==> config.mk <==
export PLATFORM = sky130hd
export DESIGN_NAME = mem_port_arbiter
export DESIGN_NICKNAME = d
export VERILOG_FILES = /design/src/rtl/mem_port_arbiter.sv
export SDC_FILE = /design/constraint.sdc
export NUM_CORES = 1
export LEC_CHECK = 0
export CORE_MARGIN = 2
export CORE_UTILIZATION = 39
export CTS_CLUSTER_SIZE = 25
export DETAILED_ROUTE_END_ITERATION = 7
export PLACE_DENSITY = 0.85
export SYNTH_ARGS = -nofsm -noshare
export SYNTH_HDL_FRONTEND = slang
export SYNTH_SLANG_ARGS = --single-unit
==> constraint.sdc <==
create_clock -name clk -period 5.85 [get_ports clk]
set_input_delay 0.8775 -clock clk [delete_from_list [all_inputs] [get_ports clk]]
set_output_delay 0.8775 -clock clk [all_outputs]
set_load 0.03 [all_outputs]
==> src/rtl/mem_port_arbiter.sv <==
// mem_port_arbiter: shares one memory port between fetch (I) and load/store (D).
// Ports: clk/rst; i_* fetch request/response; d_* load/store request/response;
//   m_* memory port (req held until gnt, response on m_rvalid); stall_if/stall_mem
//   to the hazard unit. Optional perf_* counters when ARB_PERF_CNT_EN is defined.
// Latency: request seen in IDLE, m_req next cycle, *_valid in the m_rvalid cycle.
// Backpressure: m_req/payload held in ISSUE until m_gnt; requesters hold until *_valid.
module mem_port_arbiter #(
   parameter int AW           = 32,
   parameter int DW           = 32,
   parameter int STARVE_LIMIT = 4
) (
   input  logic            clk,
   input  logic            rst,
   input  logic            i_req,
   input  logic [AW-1:0]   i_addr,
   output logic            i_valid,
   output logic [DW-1:0]   i_rdata,
   input  logic            d_req,
   input  logic            d_we,
   input  logic [AW-1:0]   d_addr,
   input  logic [DW-1:0]   d_wdata,
   input  logic [DW/8-1:0] d_be,
   output logic            d_valid,
   output logic [DW-1:0]   d_rdata,
   output logic            m_req,
   output logic            m_we,
   output logic [AW-1:0]   m_addr,
   output logic [DW-1:0]   m_wdata,
   output logic [DW/8-1:0] m_be,
   input  logic            m_gnt,
   input  logic            m_rvalid,
   input  logic [DW-1:0]   m_rdata,
   output logic            stall_if,
   output logic            stall_mem
`ifdef ARB_PERF_CNT_EN
   ,
   output logic [31:0]     perf_istall,
   output logic [31:0]     perf_dstall,
   output logic [15:0]     perf_starve
`endif
);

   localparam int BW = DW / 8;
   localparam int CW = $clog2(STARVE_LIMIT + 1);
   localparam logic [CW-1:0] LIMIT = CW'(STARVE_LIMIT);

   typedef enum logic [1:0] {S_IDLE, S_ISSUE, S_WAIT} state_t;

   state_t          state_q, state_d;
   logic            owner_q, owner_d;          // 0 = fetch, 1 = load/store
   logic [CW-1:0]   starve_cnt_q, starve_cnt_d;
   logic            m_we_q, m_we_d;
   logic [AW-1:0]   m_addr_q, m_addr_d;
   logic [DW-1:0]   m_wdata_q, m_wdata_d;
   logic [BW-1:0]   m_be_q, m_be_d;
   logic            force_i;
   logic            rsp_fire;

   always_comb begin
      state_d      = state_q;
      owner_d      = owner_q;
      starve_cnt_d = starve_cnt_q;
      m_we_d       = m_we_q;
      m_addr_d     = m_addr_q;
      m_wdata_d    = m_wdata_q;
      m_be_d       = m_be_q;
      force_i      = 1'b0;
      case (state_q)
         S_IDLE: begin
            if (d_req | i_req) begin
               // Fetch wins over a pending D request only once D has taken
               // STARVE_LIMIT consecutive grants while fetch was waiting.
               force_i = d_req & i_req & (starve_cnt_q == LIMIT);
               if (d_req & ~force_i) begin
                  owner_d   = 1'b1;
                  m_we_d    = d_we;
                  m_addr_d  = d_addr;
                  m_wdata_d = d_wdata;
                  m_be_d    = d_be;
                  if (!i_req)
                     starve_cnt_d = '0;
                  else if (starve_cnt_q != LIMIT)
                     starve_cnt_d = starve_cnt_q + CW'(1);
               end else begin
                  owner_d      = 1'b0;
                  m_we_d       = 1'b0;
                  m_addr_d     = i_addr;
                  m_wdata_d    = '0;
                  m_be_d       = '1;
                  starve_cnt_d = '0;
               end
               state_d = S_ISSUE;
            end
         end
         S_ISSUE: if (m_gnt)    state_d = S_WAIT;
         S_WAIT:  if (m_rvalid) state_d = S_IDLE;
         default: state_d = S_IDLE;
      endcase
   end

   always_ff @(posedge clk or posedge rst) begin
      if (rst) begin
         state_q      <= S_IDLE;
         owner_q      <= 1'b0;
         starve_cnt_q <= '0;
         m_we_q       <= 1'b0;
         m_addr_q     <= '0;
         m_wdata_q    <= '0;
         m_be_q       <= '0;
      end else begin
         state_q      <= state_d;
         owner_q      <= owner_d;
         starve_cnt_q <= starve_cnt_d;
         m_we_q       <= m_we_d;
         m_addr_q     <= m_addr_d;
         m_wdata_q    <= m_wdata_d;
         m_be_q       <= m_be_d;
      end
   end

   // Responses outside WAIT belong to no live transaction and are dropped.
   assign rsp_fire  = (state_q == S_WAIT) & m_rvalid;
   assign i_valid   = rsp_fire & ~owner_q;
   assign d_valid   = rsp_fire & owner_q;
   assign i_rdata   = m_rdata;
   assign d_rdata   = m_rdata;
   assign m_req     = (state_q == S_ISSUE);
   assign m_we      = m_we_q;
   assign m_addr    = m_addr_q;
   assign m_wdata   = m_wdata_q;
   assign m_be      = m_be_q;
   assign stall_if  = i_req & ~i_valid;
   assign stall_mem = d_req & ~d_valid;

`ifdef ARB_PERF_CNT_EN
   logic [31:0] perf_istall_q, perf_istall_d;
   logic [31:0] perf_dstall_q, perf_dstall_d;
   logic [15:0] perf_starve_q, perf_starve_d;

   always_comb begin
      perf_istall_d = perf_istall_q + {31'd0, stall_if};
      perf_dstall_d = perf_dstall_q + {31'd0, stall_mem};
      perf_starve_d = perf_starve_q + {15'd0, force_i};
   end

   always_ff @(posedge clk or posedge rst) begin
      if (rst) begin
         perf_istall_q <= '0;
         perf_dstall_q <= '0;
         perf_starve_q <= '0;
      end else begin
         perf_istall_q <= perf_istall_d;
         perf_dstall_q <= perf_dstall_d;
         perf_starve_q <= perf_starve_d;
      end
   end

   assign perf_istall = perf_istall_q;
   assign perf_dstall = perf_dstall_q;
   assign perf_starve = perf_starve_q;
`endif

endmodule

==> results.txt, run 1 <==
The run finished with clean final reports. The total number of yosys warnings is 0. By instance count, the cell type seen most on the critical path is sky130_fd_sc_hd__clkdlybuf4s50_1. In the routed design, unresolved DRC markers number 0.

The detail route stage leaves a number of antenna-violating nets equal to 0. The logs give 37 for the row count and 45.7% for the sequential-to-total area share from yosys stat. The largest total area in the synthesized netlist belongs to sky130_fd_sc_hd__dfrtp_1.

Required time of the worst setup path: 4.97 ns. For the overall fraction of global-route tracks in use, the log shows 19.8%. The logs give 17900 um for the first-pass GRT wire length and 968 um for the total length of routed met3 wires. Setup repair after global routing left no endpoint under its margin. The insertion delay of the later-clocked pin in the worst-skew pair came out at 0.34 ns.

Class of the worst hold path: reg2reg. The highest attainable clock frequency was 305 MHz. The tools report the number of global-route vias before repair as 3567. After detailed routing, the met2 layer carries 5750 um of wire.

Gates resized during post-CTS repair numbered 0. The number of max-slew violations in the final report is 0. The initial utilization of the core area, before any placement, comes to 40.0%. The length of the first detailed-routing pass in iterations is 4. The worst setup path is captured at an output pin. The path type of the worst setup path was in2out. In this run the number of H-tree levels came out at 3. TritonCTS built the clock tree. The ratio of total power to cell area was 512 nW/um^2. For this design the top-level I/O count stands at 277.

Compared with the post-synthesis result, the final layout area differs by 37.1%. The data arrival time of the critical path came out at 2.40 ns. The final weighted congestion of routability-driven global placement was 0.801; the post-synth net total was 559.

Summed over its instances, the top area cell type makes up 45.7% of the synthesized netlist area. The critical path goes through clkdlybuf4s50_1 -> nand2_1 -> nor3b_1 -> clkdlybuf4s50_1. The net total in the final layout was 653.

The number of design-rule violations left by the first detailed-router iteration was 144; the total negative slack for setup checks was 0 ns. The number of buffers inserted during clock tree synthesis was 9. Measured against its own limit, the worst slew margin works out to 29.4%. 0 antenna diodes ended up in the layout. In this run, synthesis inferred 0 flip-flops with an integrated enable. After clock tree synthesis, the setup repair step added 0 buffers.

Routed signal wires occupy layers up through met4. The total vias in the final route came out at 3570. For this run, asynchronously set or reset flops after synthesis account for 100%.

A synthesized cell averages 9.83 sq um. The number of distinct library cell variants in the gate-level netlist after synthesis was 31. Yosys attributes the largest share of cell area to sky130_fd_sc_hd__dfrtp_1 46%, sky130_fd_sc_hd__buf_4 12%, sky130_fd_sc_hd__a221o_1 7.8%, sky130_fd_sc_hd__and4_1 6.8%, sky130_fd_sc_hd__nand4_1 5.0%. Entering global routing, the biggest net connects 76 pins.

STA classifies the critical path startpoint as a primary input. The detailed router put a total of 4510 um of wire on met1. The critical-path cell with the highest stage delay was sky130_fd_sc_hd__clkdlybuf4s50_1. The area of the core is 10300 sq um, and the final routed wire length divided by cell count is 17.8 um. For the maximum clock path buffer count, the log shows 2. Clock skew on the completed layout was measured at 0.0107 ns. The worst hold margin was 0.516 ns; the die area was 11400 sq um. In the post-synthesis netlist, the cell with the most instances is sky130_fd_sc_hd__dfrtp_1. In this run the static leakage power is 2.42 nW. The largest fanout of any net on the critical path was 2; the synthesized cell area was 4110 sq um.

The root buffer cell chosen for the clock tree is sky130_fd_sc_hd__clkbuf_8. Summed over all layers, the routed wires come to 11600 um. After clock tree synthesis, the clock-pin slew on the worst setup and hold paths is 0.07 ns.

For the clock sink total, the log shows 75. The synthesis-stage register bit count was 75. Hold repair after CTS inserted 0 buffers. The worst-case IR drop observed on VDD is 0.237 mV.

Summed over all layers, the global routing overflow is 0. The floorplan step set the die height to 107 um. In this run the horizontal extent of the chip is 107 um.

The measured slew at the worst slew-check pin works out to 1.06 ns. The commonest cells after synthesis are 75 x sky130_fd_sc_hd__dfrtp_1, 64 x sky130_fd_sc_hd__buf_4, 42 x sky130_fd_sc_hd__inv_1, 35 x sky130_fd_sc_hd__o21ai_0, 33 x sky130_fd_sc_hd__nand4_1. The count of buffers added on input and output ports is 180. Cells with a size suffix above 1 make up 5.04% of the layout. The dominant register cell in the synthesized netlist is sky130_fd_sc_hd__dfrtp_1.

Count of final hold-check violations: 0. The post-route minimum period came out at 3.28 ns. The post-detailed-route via-to-cell ratio was 5.48. Setup violations remaining at the end of the flow were counted as 0. The post-synthesis instance total is 418, and the fraction of the cycle the final worst path needs is 56.1%.

For this run, the slowest stage of the critical path takes 0.72 ns. The initial antenna violation count was 0. Max-cap violations in this run came to 0. The HPWL after detailed placement is 8000 um.
-- cells by family (layout without fill, tap and decap cells) --
kind of cell               Yosys count  after routing  synth area share [%]
buffers and inverters              145            243                  20.1
and+or+nand+nor                    116            116                  19.4
AOI/OAI and AO/OA                   78             78                  13.7
DFF                                 75             75                  45.7
adders and majority gates            2              2                 0.609
muxes                                2              2                 0.518
-- worst max-delay path, delay by kind of cell --
family,cells,cell delay [ns]
simple gates,2,0.33
buf+inv,2,1.20
-- through the flow --
| stage | utilization [%] | power (mW) | setup slack, ns | instances | area (sq um) |
|---|---|---|---|---|---|
| 6_report | 54.8 | 2.89 | 2.57 | 652 | 5630 |
| 5_1_grt | 54.8 | 3.05 | 2.47 | 652 | 5630 |
| 4_1_cts | 54.8 | 2.91 | 2.56 | 652 | 5630 |
| 3_5_place_dp | 53.2 | 2.55 | 2.41 | 637 | 5470 |
| 3_3_place_gp | 53.2 | 2.51 | 2.53 | 637 | 5470 |
| 2_1_floorplan | - | 1.97 | 2.89 | 418 | 4110 |
-- cell usage in the layout, fill, tap and decap left out, types with 2 or more instances in the layout --
cell type / instances
sky130_fd_sc_hd__clkdlybuf4s50_1: 179
sky130_fd_sc_hd__o21ai_0: 35
sky130_fd_sc_hd__inv_1: 41
sky130_fd_sc_hd__and3_1: 32
sky130_fd_sc_hd__buf_4: 6
sky130_fd_sc_hd__ha_1: 2
sky130_fd_sc_hd__clkinvlp_4: 3
sky130_fd_sc_hd__a31oi_1: 4
sky130_fd_sc_hd__nand2_1: 4
sky130_fd_sc_hd__nand4_1: 33
sky130_fd_sc_hd__and4_1: 32
sky130_fd_sc_hd__nand2b_1: 3
sky130_fd_sc_hd__clkinv_2: 2
sky130_fd_sc_hd__a221o_1: 32
sky130_fd_sc_hd__dfrtp_1: 75
sky130_fd_sc_hd__nor2b_1: 2
sky130_fd_sc_hd__clkbuf_8: 10
sky130_fd_sc_hd__a21oi_1: 4
sky130_fd_sc_hd__and2_1: 3
-- path summary, 6_finish.rpt --
check	endpoint	slack [ns]	start	cells past startpoint
worst max-delay path	d_valid	2.57	m_rvalid	4
worst min-delay path	m_addr[10]$_DFFE_PP0P_	0.52	m_addr[10]$_DFFE_PP0P_	1
worst max register to register	m_addr[13]$_DFFE_PP0P_	3.20	starve_cnt_q[0]$_DFFE_PP0P_	6
worst min register to register	m_addr[10]$_DFFE_PP0P_	0.52	m_addr[10]$_DFFE_PP0P_	1
max in group asynchronous	m_wdata[30]$_DFFE_PP0P_	4.08	rst	3
min in group asynchronous	m_addr[4]$_DFFE_PP0P_	1.15	rst	3
-- routing by layer --
metal  up-vias  track usage [%]
met5         -                0
met4         0             9.00
met3        43             4.80
met2       182             34.1
met1      1715             23.4
li1       1630                -
-- where the power goes --
group	leakage [nW]	switching, mW	internal (mW)
combinational	1.42	0.929	0.700
sequential	0.928	0.149	0.758
clock	0.0774	0.188	0.163
total	2.42	1.27	1.62
-- state kept, by name, indices dropped and copies added, names as in the netlist --
name	count
owner_q	1
state_q	2
starve_cnt_q	3
m_be	4
m_addr	32
m_wdata	32
m_we	1
-- layout make-up --
class	instances	area (sq um)
Clock buffer	11	141
Tap cell	136	170
Multi-Input combinational cell	198	1420
Inverter	42	159
Fill cell	914	4640
Clock inverter	4	27.5
Sequential cell	75	1880
Timing Repair Buffer	186	1840
No activity file was read; power rests on OpenSTA's default activity.
==> inputs of run 2 (changes only) <==
CORE_UTILIZATION = 33   (was 39)
PLACE_DENSITY = 0.76   (was 0.85)
clock period = 2.68 ns   (was 5.85 ns; I/O delays follow)
==> run 2 against run 1 <==
- critical path depth stayed put
- register-to-register slack got worse by 2.5 ns
- clock skew is 0.0048 ns lower
- largest power group unchanged
- total power rose by 130%
- critical endpoint unchanged
- sequential power is 120% higher
- clock power grew to 3.2 times the previous value
==> results.txt, run 2 (synthesized netlist as in run 1, its figures left out) <==
The floorplan has 40 rows. The run gives 1117 as the layout filler cell count. Setup repair after global routing left no endpoint under its margin. The chip width works out to 116 um. For this run, design rule violations remaining after detail routing come to 0.

Summed over all nets, the half-perimeter wirelength after detailed placement is 8060 um. Clock sink total: 75. The critical path endpoint is d_valid.

The worst setup path is of the in2out kind. After global routing the overflow that remains totals 0. The number of setup buffers added after CTS was 0.

The final count of negative-setup-slack endpoints is 0. Across every metal layer, demand over resource in global routing totals 17.4%. Class of the worst hold path: in2async.

The tools report the remaining antenna violation count as 0. The library cells used most frequently in the layout, excluding fill and tap cells, are 179 x sky130_fd_sc_hd__clkdlybuf4s50_1, 75 x sky130_fd_sc_hd__dfrtp_1, 41 x sky130_fd_sc_hd__inv_1. The data arrival time of the critical path was 1.94 ns; the first-pass GRT wire length was 18400 um. The tools report the capture instance of the worst register-to-register path as m_addr[30]$_DFFE_PP0P_. Clock tree synthesis selected as its root buffer the cell sky130_fd_sc_hd__clkbuf_16. The number of antenna diodes in the final layout is 0. Measured slew at the worst slew-check pin: 0.674 ns.

The maximum clock path buffer count was 2; the required time of the worst setup path was 2.28 ns. The die covers 13400 sq um. Using the TritonRoute via totals, the vias-per-cell ratio works out to 5.19. For this design the ratio of total power to cell area is 1150 nW/um^2. In this run, CTS created clock tree buffers numbering 9.

TritonCTS built the clock tree. The most common library cell in the layout ignoring fill and taps was sky130_fd_sc_hd__clkdlybuf4s50_1. Max-cap violations in this run came to 0. The type of element launching the critical path was a primary input. For the worst-skew pair, the clock arrives at the later sink with an insertion delay of 0.33 ns. The worst register-to-register path has a depth of 3. The tools report the pin count of the biggest net entering global routing as 76. The largest fanout of any net on the critical path is 2. For this run, the detailed router's first-pass iteration total came to 5.

At the end of the flow, the number of nets in the layout was 658. The final routed wire length divided by cell count is 16.9 um. Static timing analysis puts the maximum clock frequency at 428 MHz.

The launching instance or port of the critical path is m_rvalid. The setup slack of the most critical reg-to-reg path came out at 0.70 ns. The logs give 0.00588 ns for the final clock skew and 3 for the count of H-tree levels built during CTS. The logs give 0 for the post-cts hold buffer count and 5570 sq um for the total cell area at the placement stage. The static leakage is 2.51 nW. The count of final hold-check violations came out at 0. The post-route minimum period was 2.34 ns. The initial utilization of the core area, before any placement, comes to 34.1%. After routing the design area is 5850 sq um. Across the VDD grid, the largest voltage drop is 0.563 mV. For the count of pins on the block boundary, the log shows 277.

The worst slew margin relative to its limit was 54.9%. The y dimension of the die was 116 um. The first routing iteration left 260 violations. In this run the critical register-to-register path is launched from state_q[0]$_DFFE_PP0P_. The clock input transition at the sequential cells of the worst setup and hold paths is 0.06 ns.

STA classifies the critical path endpoint as an output pin. For the number of max-slew violations in the final report, the log shows 0. The final route contains 3578 vias. The area of the core was 12100 sq um. Dividing the final minimum period by the clock period gives 87.2%.

Once the clock tree was built, the resizer swapped 0 gates to a different size. The growth of design area from synthesis to finish is 42.3%, and the final weighted congestion of routability-driven global placement is 0.782. The number of global-route vias before repair is 3716. After routing, the total negative slack on setup checks comes to 0 ns. The post-route netlist has 6.32% of its cells at a drive strength greater than 1. Port buffering added 180 buffers. The initial antenna violation count was 0. The flow ran to the end, and the final reports show no timing, DRC or antenna violations. The total detailed-routing wirelength was 11600 um.
run 2: final cells by class:
cell class | instances | area, sq um | share of cell area [%]
repair buffers | 191 | 1900 | 32.6
flip-flops and latches | 75 | 1880 | 32.1
multi-input cells | 198 | 1420 | 24.2
clock buffers | 10 | 239 | 4.09
well taps | 168 | 210 | 3.59
inverters | 42 | 159 | 2.72
clock inverters | 6 | 41.3 | 0.706
run 2: layer usage:
layer	wire (um)	track usage, %
met5	0	0
met4	207	6.10
met3	1100	5.70
met2	5460	28.6
met1	4880	21.5
run 2: critical path, stage by stage:
cell and delay, ns:
sky130_fd_sc_hd__clkdlybuf4s50_1 0.48, sky130_fd_sc_hd__nand2_1 0.07, sky130_fd_sc_hd__nor3b_1 0.26, sky130_fd_sc_hd__clkdlybuf4s50_1 0.72
run 2: worst min-delay path by stage:
stage | startpoint | to | cells past startpoint
floorplan | starve_cnt_q[2]$_DFFE_PP0P_ | starve_cnt_q[2]$_DFFE_PP0P_ | 1
CTS | rst | m_addr[3]$_DFFE_PP0P_ | 3
global placement | m_addr[15]$_DFFE_PP0P_ | m_addr[15]$_DFFE_PP0P_ | 1
detailed placement | m_addr[7]$_DFFE_PP0P_ | m_addr[7]$_DFFE_PP0P_ | 1
global route | rst | m_addr[6]$_DFFE_PP0P_ | 3
finish | rst | m_addr[6]$_DFFE_PP0P_ | 3
run 2: per-stage QoR:
stage	power, mW	std cells	utilization [%]	worst slack, ns	hold slack (ns)
finish	6.71	690	48.5	0.343	0.444
global route	7.12	690	48.5	0.292	0.506
CTS	6.78	690	48.5	0.326	0.490
detailed placement	5.62	674	46.2	0.314	0.501
global placement	5.52	674	46.2	0.366	0.495
floorplan	4.29	418	-	0.368	0.484
run 2: power by group:
| part | total (mW) | internal, mW | switching, mW |
|---|---|---|---|
| logic | 3.61 | 1.56 | 2.04 |
| registers | 1.99 | 1.66 | 0.332 |
| clock network | 1.12 | 0.649 | 0.469 |
==> patch 1 (config.mk and constraints of run 2) <==
Add a define of `ARB_PERF_CNT_EN`.
--- a/src/rtl/mem_port_arbiter.sv
+++ b/src/rtl/mem_port_arbiter.sv
@@ -4,6 +4,8 @@
 //   to the hazard unit. Optional perf_* counters when ARB_PERF_CNT_EN is defined.
 // Latency: request seen in IDLE, m_req next cycle, *_valid in the m_rvalid cycle.
 // Backpressure: m_req/payload held in ISSUE until m_gnt; requesters hold until *_valid.
+`define ARB_PERF_CNT_EN
+
 module mem_port_arbiter #(
    parameter int AW           = 32,
    parameter int DW           = 32,
Check against the original RTL (old outputs only; new: perf_dstall, perf_istall and perf_starve): equivalent (equiv_simple and equiv_induct, registers matched by name and starting in step).
==> patch 1 against run 2 <==
Design area up 78%; routed wire length rose by 65%; critical path type is now reg2out; sequential cell count is 80 higher; synthesized area up 79%; worst setup slack worse by 0.051 ns; first-iteration DRC count is 5.4% lower; die area increased by 76%; global-route usage decreased by 1.1 points; total power is 48% higher; critical endpoint is now stall_if.
==> patch 1: results (changes against run 2) <==
----------------------------------------------------
[Run status]
  Outcome ... finished clean

[Logic synthesis]
  Number of nets in the synthesized netlist ... 890 (+59%)
  Cell variety after synth ... 40 (+29%)
  Commonest cells in the netlist ... sky130_fd_sc_hd__nand2_1 (165), sky130_fd_sc_hd__dfrtp_1 (155), sky130_fd_sc_hd__buf_4 (65)
  Xor-xnor portion of the synthesized cell area ... 8.82% (+8.8 points)
  Multiplexer area fraction after synthesis ... 0% (-0.52 points)
  Portion of the post-synthesis area used by sequential elements ... 52.8% (+7.1 points)
  Area share of fa/ha/maj cells after synthesis ... 1.70% (+1.1 points)
  Post-synthesis compound-gate area fraction ... 3.76% (-10 points)
  Area contributors post-synth ... sky130_fd_sc_hd__dfrtp_1 (53%), sky130_fd_sc_hd__nand2_1 (8.4%), sky130_fd_sc_hd__buf_4 (6.6%), sky130_fd_sc_hd__xnor2_1 (6.0%), sky130_fd_sc_hd__nand3_1 (4.3%)

[Clock network]
  Clk Latency, worst-skew pair ... 0.42 ns (+0.09 ns)
  Number of buffers created by CTS ... 17 (+8)

[Route]
  Detailed-route via count ... 5866 (+64%)
  DRC violation total after the first TritonRoute iteration ... 246 (-5.4%)
  Iteration count of the initial detailed-routing pass ... 4 (-1)
  Post-DR wirelength/cell ... 15.5 um (-7.9%)

[Final layout]
  Share of cells above drive strength 1 ... 7.77% (+1.5 points)
  Number of fillers in the final layout ... 2041 (+83%)
  Area of all sequential standard cells ... 3880 sq um (+110%)

[Power]
  Leakage component of the power ... 4.60 nW (+84%)
  Cell internal power dissipation ... 5.99 mW (+55%)
  Peak supply drop ... 0.608 mV (+8.1%)

[Placement]
  Post-place setup slack ... -0.0315 ns (-0.346 ns)
  Total cell area at the placement stage ... 9860 sq um (+77%)
  Final HPWL DP ... 14100 um (+75%)
  Quantity of I/O buffers inserted on ports ... 260 (+44%)

[Critical path]
  Delay of the slowest cell on the worst path ... 0.76 ns (+0.04 ns)
  Critical path data arrival time ... 1.99 ns (+0.05 ns)
  Maximum fanout count along the critical path ... 4 (+2)
  Worst reg-to-reg setup slack ... 0.41 ns (-0.29 ns)

[STA]
  Post-layout minimum cycle time ... 2.39 ns (+0.0506 ns)
  Worst Clk Skew ... 0.00926 ns (+0.00338 ns)
  Minimum hold slack ... 0.373 ns (-0.0709 ns)
  Actual transition at the worst max-transition pin ... 0.776 ns (+0.102 ns)

[Global routing]
  Antenna violations before repair ... 1 (+1)
  Largest net degree at the start of global routing ... 71 (-6.6%)
  Via count of the first global-routing pass ... 5848 (+57%)
  Wire length of the first global-routing pass ... 30600 um (+66%)

[Die]
  FP Rows ... 54 (+35%)

----------------------------------------------------
## patch 1: changes by cell type after synthesis, moves of 21 or more
| cell | run 2 | this run |
|---|---|---|
| sky130_fd_sc_hd__nand2_1 | 4 | 165 |
| sky130_fd_sc_hd__dfrtp_1 | 75 | 155 |
| sky130_fd_sc_hd__nand3_1 | 1 | 63 |
| sky130_fd_sc_hd__xnor2_1 | 0 | 50 |
| sky130_fd_sc_hd__nor2_1 | 0 | 45 |
| sky130_fd_sc_hd__a221o_1 | 32 | 0 |
| sky130_fd_sc_hd__inv_1 | 42 | 12 |
| sky130_fd_sc_hd__a31oi_1 | 4 | 32 |
| sky130_fd_sc_hd__o21ai_0 | 35 | 9 |
| sky130_fd_sc_hd__and4_1 | 32 | 7 |
| sky130_fd_sc_hd__xor2_1 | 0 | 24 |
| sky130_fd_sc_hd__and3_1 | 32 | 11 |
## patch 1: stage by stage
step | cells | TNS, ns
finish | 1234 | 0
global route | 1233 | 0
CTS | 1232 | 0
detailed placement | 1200 | -0.0315
global placement | 1200 | 0
floorplan | 741 | 0
## patch 1: worst paths after layout
path,from,endpoint,cells after the start
min in group clk,m_wdata[21],m_wdata[21],2
worst max-delay path,state_q[1],stall_if,4
worst min-delay path,rst,perf_dstall[10],2
worst max register to register,state_q[1],perf_dstall[29],8
max in group asynchronous,rst,perf_starve[8],3
worst min register to register,m_wdata[21],m_wdata[21],2
## patch 1: kinds of logic (layout without fill, tap and decap cells)
logic type               after synthesis  in the layout
adder cells (fa/ha/maj)               10             10
flip-flops                           155            155
XOR/XNOR                              74             74
AND/OR/NAND/NOR                      350            350
other                                  0              2
AO/OA/AOI/OAI                         45             45
buffers and inverters                107            318
## patch 1: cell type report
type / count / share of cell area (%)
inverter: 12 / 0.468
tap: 280 / 3.36
sequential: 155 / 37.2
clock inverter: 12 / 1.13
multi-input combinational: 479 / 26.9
timing repair buffer: 274 / 26.6
antenna: 2 / 0.0480
clock buffer: 20 / 4.28
## patch 1: power by group through the flow
| stage | Sequential, mW | Clock, mW | Combinational, mW |
|---|---|---|---|
| after floorplan | 4.63 | 0 | 1.35 |
| after global placement | 3.44 | 0 | 4.21 |
| after detailed placement | 3.47 | 0 | 4.25 |
| after CTS | 3.43 | 2.39 | 4.27 |
| after global routing | 3.53 | 2.50 | 4.49 |
| final | 3.42 | 2.32 | 4.21 |
## patch 1: routing by layer
layer | share of wire (%) | global-route usage [%]
met5 | 0 | 0
met4 | 2.1 | 5.38
met3 | 8.3 | 6.66
met2 | 48 | 26.8
met1 | 42 | 19.3
==> patch 2 (flow settings as in run 2) <==
Without the edit above. Re-encode `state_t` (3 states) as one-hot, 3 bits wide.
--- a/src/rtl/mem_port_arbiter.sv
+++ b/src/rtl/mem_port_arbiter.sv
@@ -44,7 +44,7 @@
    localparam int CW = $clog2(STARVE_LIMIT + 1);
    localparam logic [CW-1:0] LIMIT = CW'(STARVE_LIMIT);
 
-   typedef enum logic [1:0] {S_IDLE, S_ISSUE, S_WAIT} state_t;
+   typedef enum logic [2:0] {S_IDLE = 3'b001, S_ISSUE = 3'b010, S_WAIT = 3'b100} state_t;
 
    state_t          state_q, state_d;
    logic            owner_q, owner_d;          // 0 = fetch, 1 = load/store
Function: same outputs for any inputs over 4 cycles, from zero or initial values and one cycle with rst high; so few cycles prove little.
==> patch 2 against run 2 <==
Synthesized area fell by 7.3%; sequential cell count rose by 1; routed wire length fell by 1.8%; synthesized cell count down 9.8%; die area shrank 7.1%; design area shrank 5.3%; worst setup slack got worse by 0.16 ns; clock skew grew 0.0022 ns; total power decreased by 2.3%; via count is 5.8% lower; global-route usage increased by 0.39 points; register-to-register slack lost 0.26 ns; utilization grew 0.43 points; largest power group unchanged.
==> patch 2: results (changes against run 2) <==
----------------------------------------------------
[Placement]
  Final HPWL DP ... 8420 um (+4.5%)
  RD Place Congestion ... 0.801 (+2.5%)
  Post-place setup slack ... 0.195 ns (-0.119 ns)

[Route]
  Iteration count of the initial detailed-routing pass ... 4 (-1)
  DRC violation total after the first TritonRoute iteration ... 275 (+5.8%)
  Remaining antenna violation count ... 0 (unchanged)
  Detailed-route via count ... 3370 (-5.8%)
  Wire length after detailed routing ... 11400 um (-1.8%)

[Logic synthesis]
  Commonest cells in the netlist ... sky130_fd_sc_hd__dfrtp_1 (75), sky130_fd_sc_hd__buf_4 (65), sky130_fd_sc_hd__a21oi_1 (34), sky130_fd_sc_hd__a31oi_1 (34), sky130_fd_sc_hd__nand3_1 (34)
  Area contributors post-synth ... sky130_fd_sc_hd__dfrtp_1 (49%), sky130_fd_sc_hd__buf_4 (13%), sky130_fd_sc_hd__a22o_1 (7.6%), sky130_fd_sc_hd__a31oi_1 (5.6%), sky130_fd_sc_hd__a21oi_1 (4.5%)
  Portion of the post-synthesis area used by sequential elements ... 50.0% (+4.3 points)
  Multiplexer area fraction after synthesis ... 0% (-0.52 points)
  Number of nets in the synthesized netlist ... 518 (-7.3%)
  Top_reg_cell synth ... sky130_fd_sc_hd__dfrtp_1
  Post-synthesis compound-gate area fraction ... 23.5% (+9.7 points)
  Cell variety after synth ... 29 (-6.5%)
  Xor-xnor portion of the synthesized cell area ... 0% (unchanged)
  Area share of fa/ha/maj cells after synthesis ... 0.657% (+0.048 points)

[Min path]
  Path type of the worst min-delay path ... in2async

[Final layout]
  Share of cells above drive strength 1 ... 6.15% (-0.17 points)
  Number of nets in the layout ... 624 (-5.2%)

[Global routing]
  Wire length of the first global-routing pass ... 17700 um (-3.3%)
  Total GRT Usage ... 17.8% (+0.39 points)
  Largest net degree at the start of global routing ... 41 (-46%)
  Antenna violations before repair ... 0 (unchanged)

[Power]
  Leakage component of the power ... 2.23 nW (-11%)
  Peak supply drop ... 0.638 mV (+13%)
  Power dissipated in combinational cells ... 3.36 mW (-6.9%)
  Power share of the clock group ... 18.3% (+1.6 points)
  Proportion of total power due to net switching ... 41.4% (-0.96 points)

[Clock network]
  Number of buffers created by CTS ... 9 (unchanged)
  Clk Latency, worst-skew pair ... 0.33 ns (about the same)
  Number of levels the H-tree was split into ... 3 (unchanged)
  Clock tree root driver cell ... sky130_fd_sc_hd__clkbuf_16

[Run status]
  Outcome ... finished clean

[Critical path]
  Critical path data arrival time ... 2.09 ns (+0.15 ns)

[STA]
  Worst Clk Skew ... 0.00805 ns (+0.00217 ns)
  Actual transition at the worst max-transition pin ... 0.661 ns (-0.0125 ns)

----------------------------------------------------
==> patch 2: cell types whose count changed after synthesis, moves of 6 or more <==
cell | before | now
sky130_fd_sc_hd__a22o_1 | 0 | 33
sky130_fd_sc_hd__a21oi_1 | 4 | 34
sky130_fd_sc_hd__a221o_1 | 32 | 0
sky130_fd_sc_hd__nand4_1 | 33 | 0
sky130_fd_sc_hd__a31oi_1 | 4 | 34
sky130_fd_sc_hd__inv_1 | 42 | 6
sky130_fd_sc_hd__nand3_1 | 1 | 34
sky130_fd_sc_hd__buf_2 | 14 | 8
sky130_fd_sc_hd__and4_1 | 32 | 0
sky130_fd_sc_hd__and3_1 | 32 | 2
==> patch 2: kinds of logic (layout without fill, tap and decap cells) <==
family | count (synthesis) | count (layout)
and+or+nand+nor | 56 | 56
adders and majority gates | 2 | 2
AOI/OAI and AO/OA | 141 | 141
DFF | 76 | 76
buffers and inverters | 102 | 213
==> patch 2: layout make-up <==
type                            instances  area (sq um)
Clock inverter                          5          61.3
Timing Repair Buffer                  191          1910
Sequential cell                        76          1900
Multi-Input combinational cell        199          1230
Clock buffer                           11           233
Tap cell                              143           179
Inverter                                6          23.8
Fill cell                            1035          5780
==> patch 2: worst max-delay path, cell delays in order <==
cell	delay, ns
sky130_fd_sc_hd__clkdlybuf4s50_1	0.46
sky130_fd_sc_hd__nor4bb_1	0.28
sky130_fd_sc_hd__nor2b_1	0.24
sky130_fd_sc_hd__clkdlybuf4s50_1	0.71
==> patch 2: final timing paths <==
kind	start	to	slack, ns	cells past startpoint
worst max-delay path	m_rvalid	i_valid	0.19	4
worst min-delay path	rst	m_wdata[22]	0.46	2
worst max register to register	state_q[0]	m_wdata[16]	0.44	4
worst min register to register	m_wdata[12]	m_wdata[12]	0.51	1
max in group asynchronous	rst	state_q[0]	1.50	3
min in group clk	m_wdata[12]	m_wdata[12]	0.51	1
==> patch 2: per-stage QoR <==
step | instance area, sq um | hold slack [ns] | power, mW | util (%) | std cells
CTS | 5540 | 0.487 | 6.64 | 48.9 | 631
floorplan | 3810 | 0.464 | 4.16 | - | 377
global route | 5540 | 0.518 | 6.90 | 48.9 | 631
finish | 5540 | 0.462 | 6.56 | 48.9 | 631
global placement | 5240 | 0.487 | 5.32 | 46.3 | 615
detailed placement | 5240 | 0.490 | 5.40 | 46.3 | 615
==> patch 2: routing by layer <==
layer	track usage [%]	vias up	part of all wire [%]
met3	5.72	16	9.8
li1	-	1514	-
met1	21.0	1619	39
met2	30.5	221	50
met4	6.26	0	1.8
met5	0	-	0
